<file path="src/rtl/ysyx_23060061_mdu_pkg.sv">
// ysyx_23060061_mdu_pkg: op/state encodings and constants shared by the multiply/divide unit
package ysyx_23060061_mdu_pkg;
    typedef enum logic [2:0] {
        MDU_MUL    = 3'b000,
        MDU_MULH   = 3'b001,
        MDU_MULHSU = 3'b010,
        MDU_MULHU  = 3'b011,
        MDU_DIV    = 3'b100,
        MDU_DIVU   = 3'b101,
        MDU_REM    = 3'b110,
        MDU_REMU   = 3'b111
    } mdu_op_e;
    typedef enum logic [2:0] {
        MDU_IDLE,
        MDU_MULS,
        MDU_DIVS,
        MDU_FIX,
        MDU_DONE
    } mdu_state_e;
    localparam logic [31:0] INT_MIN  = 32'h8000_0000;
    localparam logic [31:0] ALL_ONES = 32'hFFFF_FFFF;
endpackage

</file>
<file path="src/rtl/ysyx_23060061_mdu_if.sv">
// ysyx_23060061_mdu_if: request/response handshake bundle between EXU and the multiply/divide unit
interface ysyx_23060061_mdu_if #(parameter int WIDTH = 32);
    logic             flush;
    logic             in_valid;
    logic             in_ready;
    logic [2:0]       op;
    logic [WIDTH-1:0] src1;
    logic [WIDTH-1:0] src2;
    logic             out_valid;
    logic             out_ready;
    logic [WIDTH-1:0] result;
    modport master (output flush, in_valid, op, src1, src2, out_ready,
                    input  in_ready, out_valid, result);
    modport slave  (input  flush, in_valid, op, src1, src2, out_ready,
                    output in_ready, out_valid, result);
endinterface

</file>
<file path="src/rtl/ysyx_23060061_MuxKey.sv">
// ysyx_23060061_MuxKey: key-matched lookup mux; each lut entry is {key, data} with data in the low bits
module ysyx_23060061_MuxKey #(
    parameter int NR_KEY   = 2,
    parameter int KEY_LEN  = 1,
    parameter int DATA_LEN = 1
) (
    input  logic [KEY_LEN-1:0]                    key_i,
    input  logic [NR_KEY*(KEY_LEN+DATA_LEN)-1:0]  lut_i,
    output logic [DATA_LEN-1:0]                   out_o
);
    localparam int EW = KEY_LEN + DATA_LEN;
    always_comb begin
        out_o = '0;
        for (int i = 0; i < NR_KEY; i++)
            if (lut_i[i*EW+DATA_LEN +: KEY_LEN] == key_i) out_o = lut_i[i*EW +: DATA_LEN];
    end
endmodule

</file>
<file path="src/rtl/ysyx_23060061_mdu_step.sv">
// ysyx_23060061_mdu_step: one shift-add (multiply) or restoring shift-subtract (divide) iteration
module ysyx_23060061_mdu_step #(parameter int WIDTH = 32) (
    input  logic             div_i,
    input  logic [WIDTH-1:0] hi_i,
    input  logic [WIDTH-1:0] lo_i,
    input  logic [WIDTH-1:0] opnd_i,
    output logic [WIDTH-1:0] hi_o,
    output logic [WIDTH-1:0] lo_o
);
    logic [WIDTH:0] a, b, sum;
    // divide shifts the next dividend bit into the partial remainder before the trial subtract
    assign a    = div_i ? {hi_i, lo_i[WIDTH-1]} : {1'b0, hi_i};
    assign b    = (div_i | lo_i[0]) ? {1'b0, opnd_i} : '0;
    assign sum  = div_i ? a - b : a + b;
    assign hi_o = div_i ? (sum[WIDTH] ? a[WIDTH-1:0] : sum[WIDTH-1:0]) : sum[WIDTH:1];
    assign lo_o = div_i ? {lo_i[WIDTH-2:0], ~sum[WIDTH]} : {sum[0], lo_i[WIDTH-1:1]};
endmodule

</file>
<file path="src/rtl/ysyx_23060061_mdu.sv">
// ysyx_23060061_mdu: iterative RV32M multiply/divide unit, 32 iterations plus a sign-fixup cycle
module ysyx_23060061_mdu
    import ysyx_23060061_mdu_pkg::*;
#(
    parameter int WIDTH = 32,
    parameter int CNT_W = 5
) (
    input  logic                   clk,
    input  logic                   rst,
    ysyx_23060061_mdu_if.slave     io
);
    mdu_state_e         state_q;
    mdu_op_e            op_q;
    logic [WIDTH-1:0]   hi_q, lo_q, opnd_q, result_q;
    logic [CNT_W-1:0]   cnt_q;
    logic               neg_q, neg_r, in_ready_q, out_valid_q;
    logic               s1_sgn, s2_sgn, a_neg, b_neg, div0, ovf;
    logic [WIDTH-1:0]   a_mag, b_mag, step_hi, step_lo, quo_f, rem_f, fix_res;
    logic [2*WIDTH-1:0] prod_f;
    logic [8*(3+WIDTH)-1:0] lut;
    assign s1_sgn = (io.op == MDU_MULH) | (io.op == MDU_MULHSU) | (io.op[2] & ~io.op[0]);
    assign s2_sgn = (io.op == MDU_MULH) | (io.op[2] & ~io.op[0]);
    assign a_neg  = s1_sgn & io.src1[WIDTH-1];
    assign b_neg  = s2_sgn & io.src2[WIDTH-1];
    assign a_mag  = a_neg ? -io.src1 : io.src1;
    assign b_mag  = b_neg ? -io.src2 : io.src2;
    assign div0   = io.op[2] & (io.src2 == '0);
    assign ovf    = io.op[2] & ~io.op[0] & (io.src1 == INT_MIN) & (io.src2 == ALL_ONES);
    ysyx_23060061_mdu_step #(.WIDTH(WIDTH)) u_step (
        .div_i  (state_q == MDU_DIVS),
        .hi_i   (hi_q),
        .lo_i   (lo_q),
        .opnd_i (opnd_q),
        .hi_o   (step_hi),
        .lo_o   (step_lo)
    );
    assign prod_f = neg_q ? -{hi_q, lo_q} : {hi_q, lo_q};
    assign quo_f  = neg_q ? -lo_q : lo_q;
    assign rem_f  = neg_r ? -hi_q : hi_q;
    assign lut = {MDU_MUL,  prod_f[WIDTH-1:0],       MDU_MULH,   prod_f[2*WIDTH-1:WIDTH],
                  MDU_MULHSU, prod_f[2*WIDTH-1:WIDTH], MDU_MULHU, prod_f[2*WIDTH-1:WIDTH],
                  MDU_DIV,  quo_f, MDU_DIVU, quo_f,   MDU_REM,    rem_f, MDU_REMU, rem_f};
    ysyx_23060061_MuxKey #(.NR_KEY(8), .KEY_LEN(3), .DATA_LEN(WIDTH)) u_sel (
        .key_i (op_q),
        .lut_i (lut),
        .out_o (fix_res)
    );
    assign io.in_ready  = in_ready_q;
    assign io.out_valid = out_valid_q;
    assign io.result    = result_q;
    always_ff @(posedge clk or posedge rst) begin
        if (rst) begin
            state_q     <= MDU_IDLE;
            op_q        <= MDU_MUL;
            hi_q        <= '0;
            lo_q        <= '0;
            opnd_q      <= '0;
            result_q    <= '0;
            cnt_q       <= '0;
            neg_q       <= 1'b0;
            neg_r       <= 1'b0;
            in_ready_q  <= 1'b1;
            out_valid_q <= 1'b0;
        end else if (io.flush) begin
            state_q     <= MDU_IDLE;
            cnt_q       <= '0;
            in_ready_q  <= 1'b1;
            out_valid_q <= 1'b0;
        end else begin
            case (state_q)
                MDU_IDLE: if (io.in_valid) begin
                    op_q       <= mdu_op_e'(io.op);
                    neg_q      <= a_neg ^ b_neg;
                    neg_r      <= a_neg;
                    cnt_q      <= '0;
                    in_ready_q <= 1'b0;
                    hi_q       <= '0;
                    lo_q       <= io.op[2] ? a_mag : b_mag;
                    opnd_q     <= io.op[2] ? b_mag : a_mag;
                    if (div0 | ovf) begin
                        result_q    <= div0 ? (io.op[1] ? io.src1 : ALL_ONES) : (io.op[1] ? '0 : INT_MIN);
                        out_valid_q <= 1'b1;
                        state_q     <= MDU_DONE;
                    end else begin
                        state_q <= io.op[2] ? MDU_DIVS : MDU_MULS;
                    end
                end
                MDU_MULS, MDU_DIVS: begin
                    hi_q  <= step_hi;
                    lo_q  <= step_lo;
                    cnt_q <= cnt_q + 1'b1;
                    if (cnt_q == CNT_W'(WIDTH - 1)) state_q <= MDU_FIX;
                end
                MDU_FIX: begin
                    result_q    <= fix_res;
                    out_valid_q <= 1'b1;
                    state_q     <= MDU_DONE;
                end
                MDU_DONE: if (io.out_ready) begin
                    out_valid_q <= 1'b0;
                    in_ready_q  <= 1'b1;
                    state_q     <= MDU_IDLE;
                end
                default: state_q <= MDU_IDLE;
            endcase
        end
    end
endmodule

</file>
<file path="src/flat_wrapper.sv">
// flat-port wrapper written by rule: the top's interface ports become plain ports
module ysyx_23060061_mdu_flat import ysyx_23060061_mdu_pkg::*;
#(
    parameter int WIDTH = 32,
    parameter int CNT_W = 5
)
  (clk, rst, io_flush, io_in_valid, io_op, io_src1, io_src2, io_out_ready, io_in_ready, io_out_valid, io_result);
  ysyx_23060061_mdu_if #(.WIDTH(WIDTH)) io_i ();
  input  logic clk;
  input  logic rst;
  input wire logic [$bits(io_i.flush)-1:0] io_flush;
  input wire logic [$bits(io_i.in_valid)-1:0] io_in_valid;
  input wire logic [$bits(io_i.op)-1:0] io_op;
  input wire logic [$bits(io_i.src1)-1:0] io_src1;
  input wire logic [$bits(io_i.src2)-1:0] io_src2;
  input wire logic [$bits(io_i.out_ready)-1:0] io_out_ready;
  output wire logic [$bits(io_i.in_ready)-1:0] io_in_ready;
  output wire logic [$bits(io_i.out_valid)-1:0] io_out_valid;
  output wire logic [$bits(io_i.result)-1:0] io_result;
  assign io_i.flush = io_flush;
  assign io_i.in_valid = io_in_valid;
  assign io_i.op = io_op;
  assign io_i.src1 = io_src1;
  assign io_i.src2 = io_src2;
  assign io_i.out_ready = io_out_ready;
  assign io_in_ready = io_i.in_ready;
  assign io_out_valid = io_i.out_valid;
  assign io_result = io_i.result;
  ysyx_23060061_mdu #(.WIDTH(WIDTH), .CNT_W(CNT_W)) u_core (.clk(clk), .rst(rst), .io(io_i));
endmodule
</file>
<file path="config.mk">
export PLATFORM = sky130hd
export DESIGN_NAME = ysyx_23060061_mdu_flat
export DESIGN_NICKNAME = d
export VERILOG_FILES = /design/src/rtl/ysyx_23060061_mdu_pkg.sv /design/src/rtl/ysyx_23060061_mdu_if.sv /design/src/rtl/ysyx_23060061_MuxKey.sv /design/src/rtl/ysyx_23060061_mdu_step.sv /design/src/rtl/ysyx_23060061_mdu.sv /design/src/flat_wrapper.sv
export SDC_FILE = /design/constraint.sdc
export NUM_CORES = 1
export LEC_CHECK = 0
export CAP_MARGIN = 20
export CELL_PAD_IN_SITES_DETAIL_PLACEMENT = 1
export CELL_PAD_IN_SITES_GLOBAL_PLACEMENT = 1
export CORE_MARGIN = 2
export CORE_UTILIZATION = 25
export CTS_CLUSTER_SIZE = 24
export DETAILED_ROUTE_END_ITERATION = 6
export PLACE_DENSITY = 0.5
export SKIP_LAST_GASP = 1
export SYNTH_ARGS = -nofsm -noshare
export SYNTH_HDL_FRONTEND = slang
export SYNTH_SLANG_ARGS = --single-unit
</file>
<file path="constraint.sdc">
create_clock -name clk -period 5.06 [get_ports clk]
set_input_delay 1.012 -clock clk [delete_from_list [all_inputs] [get_ports clk]]
set_output_delay 1.012 -clock clk [all_outputs]
set_load 0.005 [all_outputs]
</file>
==> metrics <==
result of the run complete, no violations; number of enable-type register cells in the synthesized netlist 0; Most used DFF post-synth dfrtp_1; post-synthesis xor/xnor area fraction under 10%; Worst path top cell family by delay simple AND/OR/NAND/NOR gates; Hold Slack 0.488 ns; Startpoint Class register; share of power burned in registers 16.7%; share of cells above drive strength 1 between 10% and 20%; post-route cell area 18000 sq um; critical path's most frequent cell buf_4; ys async rst share 100%; buffer cell driving the clock tree root clkbuf_16; count of cells along the worst hold path 2; area of the placeable core 58800 sq um; non-filler cells, final 2957; largest stage delay on the critical path roughly 0.57 ns; Power per Cell Area 903 nW/um^2; maximum root-to-sink buffer count 2; arrival time worst endpoint ~5.3 ns; buffer count from post-CTS setup fixing 0; clock tree from TritonCTS done; overall die height 247 um; starting utilization of the core area 25.2%; count of TritonRoute iterations in the first routing pass 7; global-route congestion overflow total 0; share of synthesized area occupied by flip-flops and latches 24.2%; number of cells on the worst reg-to-reg path 21; detailed router's first-iteration violation count around 1300; Tmin final 4.85 ns; largest net degree at the start of global routing between 80 and 90; internal power contribution 7.42 mW; worst hold start u_core.io.result[11]$_DFFE_PP0P_; num ports 106; Critical Path Fanout Max 18; final net count approximately 2300; path type of the worst setup path register to register; final setup fails 0; Worst R2R End u_core.hi_q[23]$_DFFE_PP0P_; die footprint between 60000 and 70000 sq um; Crit Reg-Reg Startpoint u_core.opnd_q[9]$_DFFE_PP0P_; switching power total just under 9 mW; CTS Buf Count 17; number of antenna violations at the first check in global routing 1; synthesized flop and latch total approximately 140; cell taking the most area after synthesis dfrtp_1; Clk pin slew, worst setup/hold paths 0.07 ns; vias in the first global route 16300; wire length per cell 24.3 um; Distinct cells, synth 91; area of the multi-input gates 10500 sq um; Highest Clock Rate 0.206 GHz; Chip Width 247 um; worst clock skew 0.0137 ns; Worst Max-Slew Pin Slew 1.02 ns; mean instance size in the synthesized netlist 7.17 sq um; final number of max-transition violations 0; ratio of final minimum period to clock period 95.9%; number of filler cells placed in the layout slightly above 7000; placed cell count 2923; number of core rows between 80 and 90; Gate power share 75.0%; combined global-route utilization of all metal layers 23.6%; number of cells produced by synthesis 2065; post-synthesis simple-gate area fraction 23.6%; total wire length about 72 mm; worst min path class register to register; combinational family with the most area after synthesis compound AO/OA/AOI/OAI gates; quantity of hold-fixing buffers added after cts 0; register-to-register setup slack 0.21 ns; post-synthesis adder-cell area fraction approximately 3.6%; VDD IR max 0.316 mV; Final Core Density 30.5%; slowest stage cell on the critical path or4_4; crit path cell chain buf_4 > or4_4 > nor4b_4 > nor2_1 > nor2_1 > a211oi_1 > a31o_2 > a21oi_1 > buf_4 > ha_1 > a21o_1 > a21oi_2 > o211ai_1 > a211oi_1 > buf_4 > o31a_1 > and3_4 > or3_4 > buf_12 > mux2_4 > o21ai_1; Post-DRT Antenna Nets 0; share of cell area taken by muxes after synthesis 3.10%; standard cell area after detailed placement 17300 sq um; Hold Path Sink u_core.io.result[11]$_DFFE_PP0P_; compound-gate portion of the synthesized area a little under a third; H-tree depth reported by CTS 4; critical path buffer and inverter count 4; number of warnings printed during yosys synthesis 0; Synth Cell Area 14800 sq um; half-perimeter wire length after detailed placement ~56 mm; Synthesized Nets 2179; final hold viol count 0; Critical Path RT 5.47 ns; endpoint kind of the worst setup timing path register; routed via count around 16000; slew margin rel. 32.0%; Power, Total between 15 and 20 mW; most area-consuming cells after synthesis dfrtp_1 24%, nand2_1 7.7%, o21ai_0 7.6%; clock tree sinks 143; number of DRC violations after detailed routing 0; count of buffers inserted at the top-level ports 105; Synth top area share 24.0%; count of max-cap constraint violations 0; first-pass GRT wire length between 100 and 150 mm; power share of the clock group 8.3%; Seq. cell area between 3000 and 4000 sq um; RD Place Congestion slightly below 0.9; Layout Area Growth over Synthesis 21.3%; Switching Fraction 54.2%; worst skew pair latency about 0.49 ns; Vias per Instance approximately 5.5; leakage power figure 7.13 nW
==> stage by stage <==
stage | setup TNS, ns | setup WS [ns]
6_report | 0 | 0.209
3_5_place_dp | -0.365 | -0.0740
4_1_cts | 0 | 0.0111
5_1_grt | -0.00963 | -0.00963
2_1_floorplan | 0 | 0.123
3_3_place_gp | 0 | 0.100
==> power by group through the flow <==
stage / clock [mW] / sequential [mW] / combinational [mW]
finish: 1.35 / 2.71 / 12.2
global route: 1.42 / 2.78 / 13.4
CTS: 1.39 / 2.68 / 12.0
detailed placement: 0 / 2.70 / 11.9
global placement: 0 / 2.69 / 11.7
floorplan: 0 / 2.07 / 8.00
==> area by class of cell <==
cell class	count	share of cell area (%)
clock buffers	17	2.37
multi-input cells	1714	58.2
flip-flops and latches	143	19.9
repair buffers	249	12.2
clock inverters	15	0.934
inverters	45	0.969
diodes	1	0.0139
well taps	773	5.39
==> worst min-delay path, stage by stage, from the launching register on <==
cell and delay [ns]:
dfrtp_1 0.36, nand2_1 0.05, nand2_1 0.05
==> metal layers <==
layer  vias to the layer above  GRT usage, %  wire (um)
met4                         0          5.67       1240
met5                         -             0          0
met1                      8126          34.0      35400
met2                       372          37.1      32200
li1                       7676             -          -
met3                        55          3.01       2850
==> kinds of logic (layout without fill, tap and decap cells) <==
group,count (synthesis),in the layout
buffers and inverters,208,326
other,0,1
muxes,45,45
DFF,143,143
xor gates and xnor gates,157,157
and+or+nand+nor,746,746
adders and majority gates,42,42
AOI/OAI and AO/OA,724,724
==> registers in the layout, summed over array words and instances (netlist names) <==
name	cells
u_core.neg_q	1
u_core.state_q	3
u_core.io.in_ready	1
u_core.hi_q	32
u_core.op_q	3
u_core.cnt_q	5
u_core.lo_q	32
u_core.io.out_valid	1
u_core.io.result	32
u_core.neg_r	1
u_core.opnd_q	32
==> cell usage after synthesis (all sizes together) (41+ instances only) <==
master    n
mux2i    41
xor2     70
clkbuf  125
dfrtp   142
nand2   303
ha       41
xnor2    87
a21oi   202
nor2    197
o21ai   230
inv      44
nor3     48
==> placed cells by master (no fill, tap or decap), drive strengths merged, types with 8 or more instances in the layout <==
master / n
o31ai: 34
nor3: 48
a22oi: 30
a211o: 8
o41ai: 14
nand2b: 10
or4: 18
and3: 8
nand3: 38
dfrtp: 142
o21ai: 230
a221oi: 13
clkdlybuf4s50: 104
a31o: 8
buf: 144
xnor2: 87
a21oi: 202
o211ai: 28
inv: 53
or3: 30
a21o: 16
ha: 41
a31oi: 30
a211oi: 18
o21a: 14
nor4: 22
nand3b: 8
clkbuf: 18
nand2: 303
mux2i: 41
nor2: 197
o221ai: 10
o22ai: 11
xor2: 70
or2: 12
nand4: 15
==> how the worst max path moves through the flow <==
stage               slack [ns]                     endpoint                           from  depth (start not counted)
global placement           0.1  u_core.hi_q[19]$_DFFE_PP0P_   u_core.opnd_q[2]$_DFFE_PP0P_                         22
floorplan                 0.12   u_core.lo_q[0]$_DFFE_PP0P_   u_core.opnd_q[2]$_DFFE_PP0P_                         21
global route             -0.01  u_core.hi_q[30]$_DFFE_PP0P_   u_core.opnd_q[7]$_DFFE_PP0P_                         19
CTS                       0.01  u_core.hi_q[23]$_DFFE_PP0P_   u_core.opnd_q[2]$_DFFE_PP0P_                         21
detailed placement       -0.07  u_core.hi_q[23]$_DFFE_PP0P_  u_core.state_q[0]$_DFFE_PP0P_                         20
finish                    0.21  u_core.hi_q[23]$_DFFE_PP0P_   u_core.opnd_q[9]$_DFFE_PP0P_                         21
==> repair_timing <==
| action | 4_1_cts | 5_1_grt |
|---|---|---|
| endpoints found under the hold margin | 0 | 0 |
| gates resized for setup | 2 | 18 |
| pin swaps | 0 | 3 |
| endpoints found under the setup margin | 16 | 33 |
(Power assumes the default switching activity.)
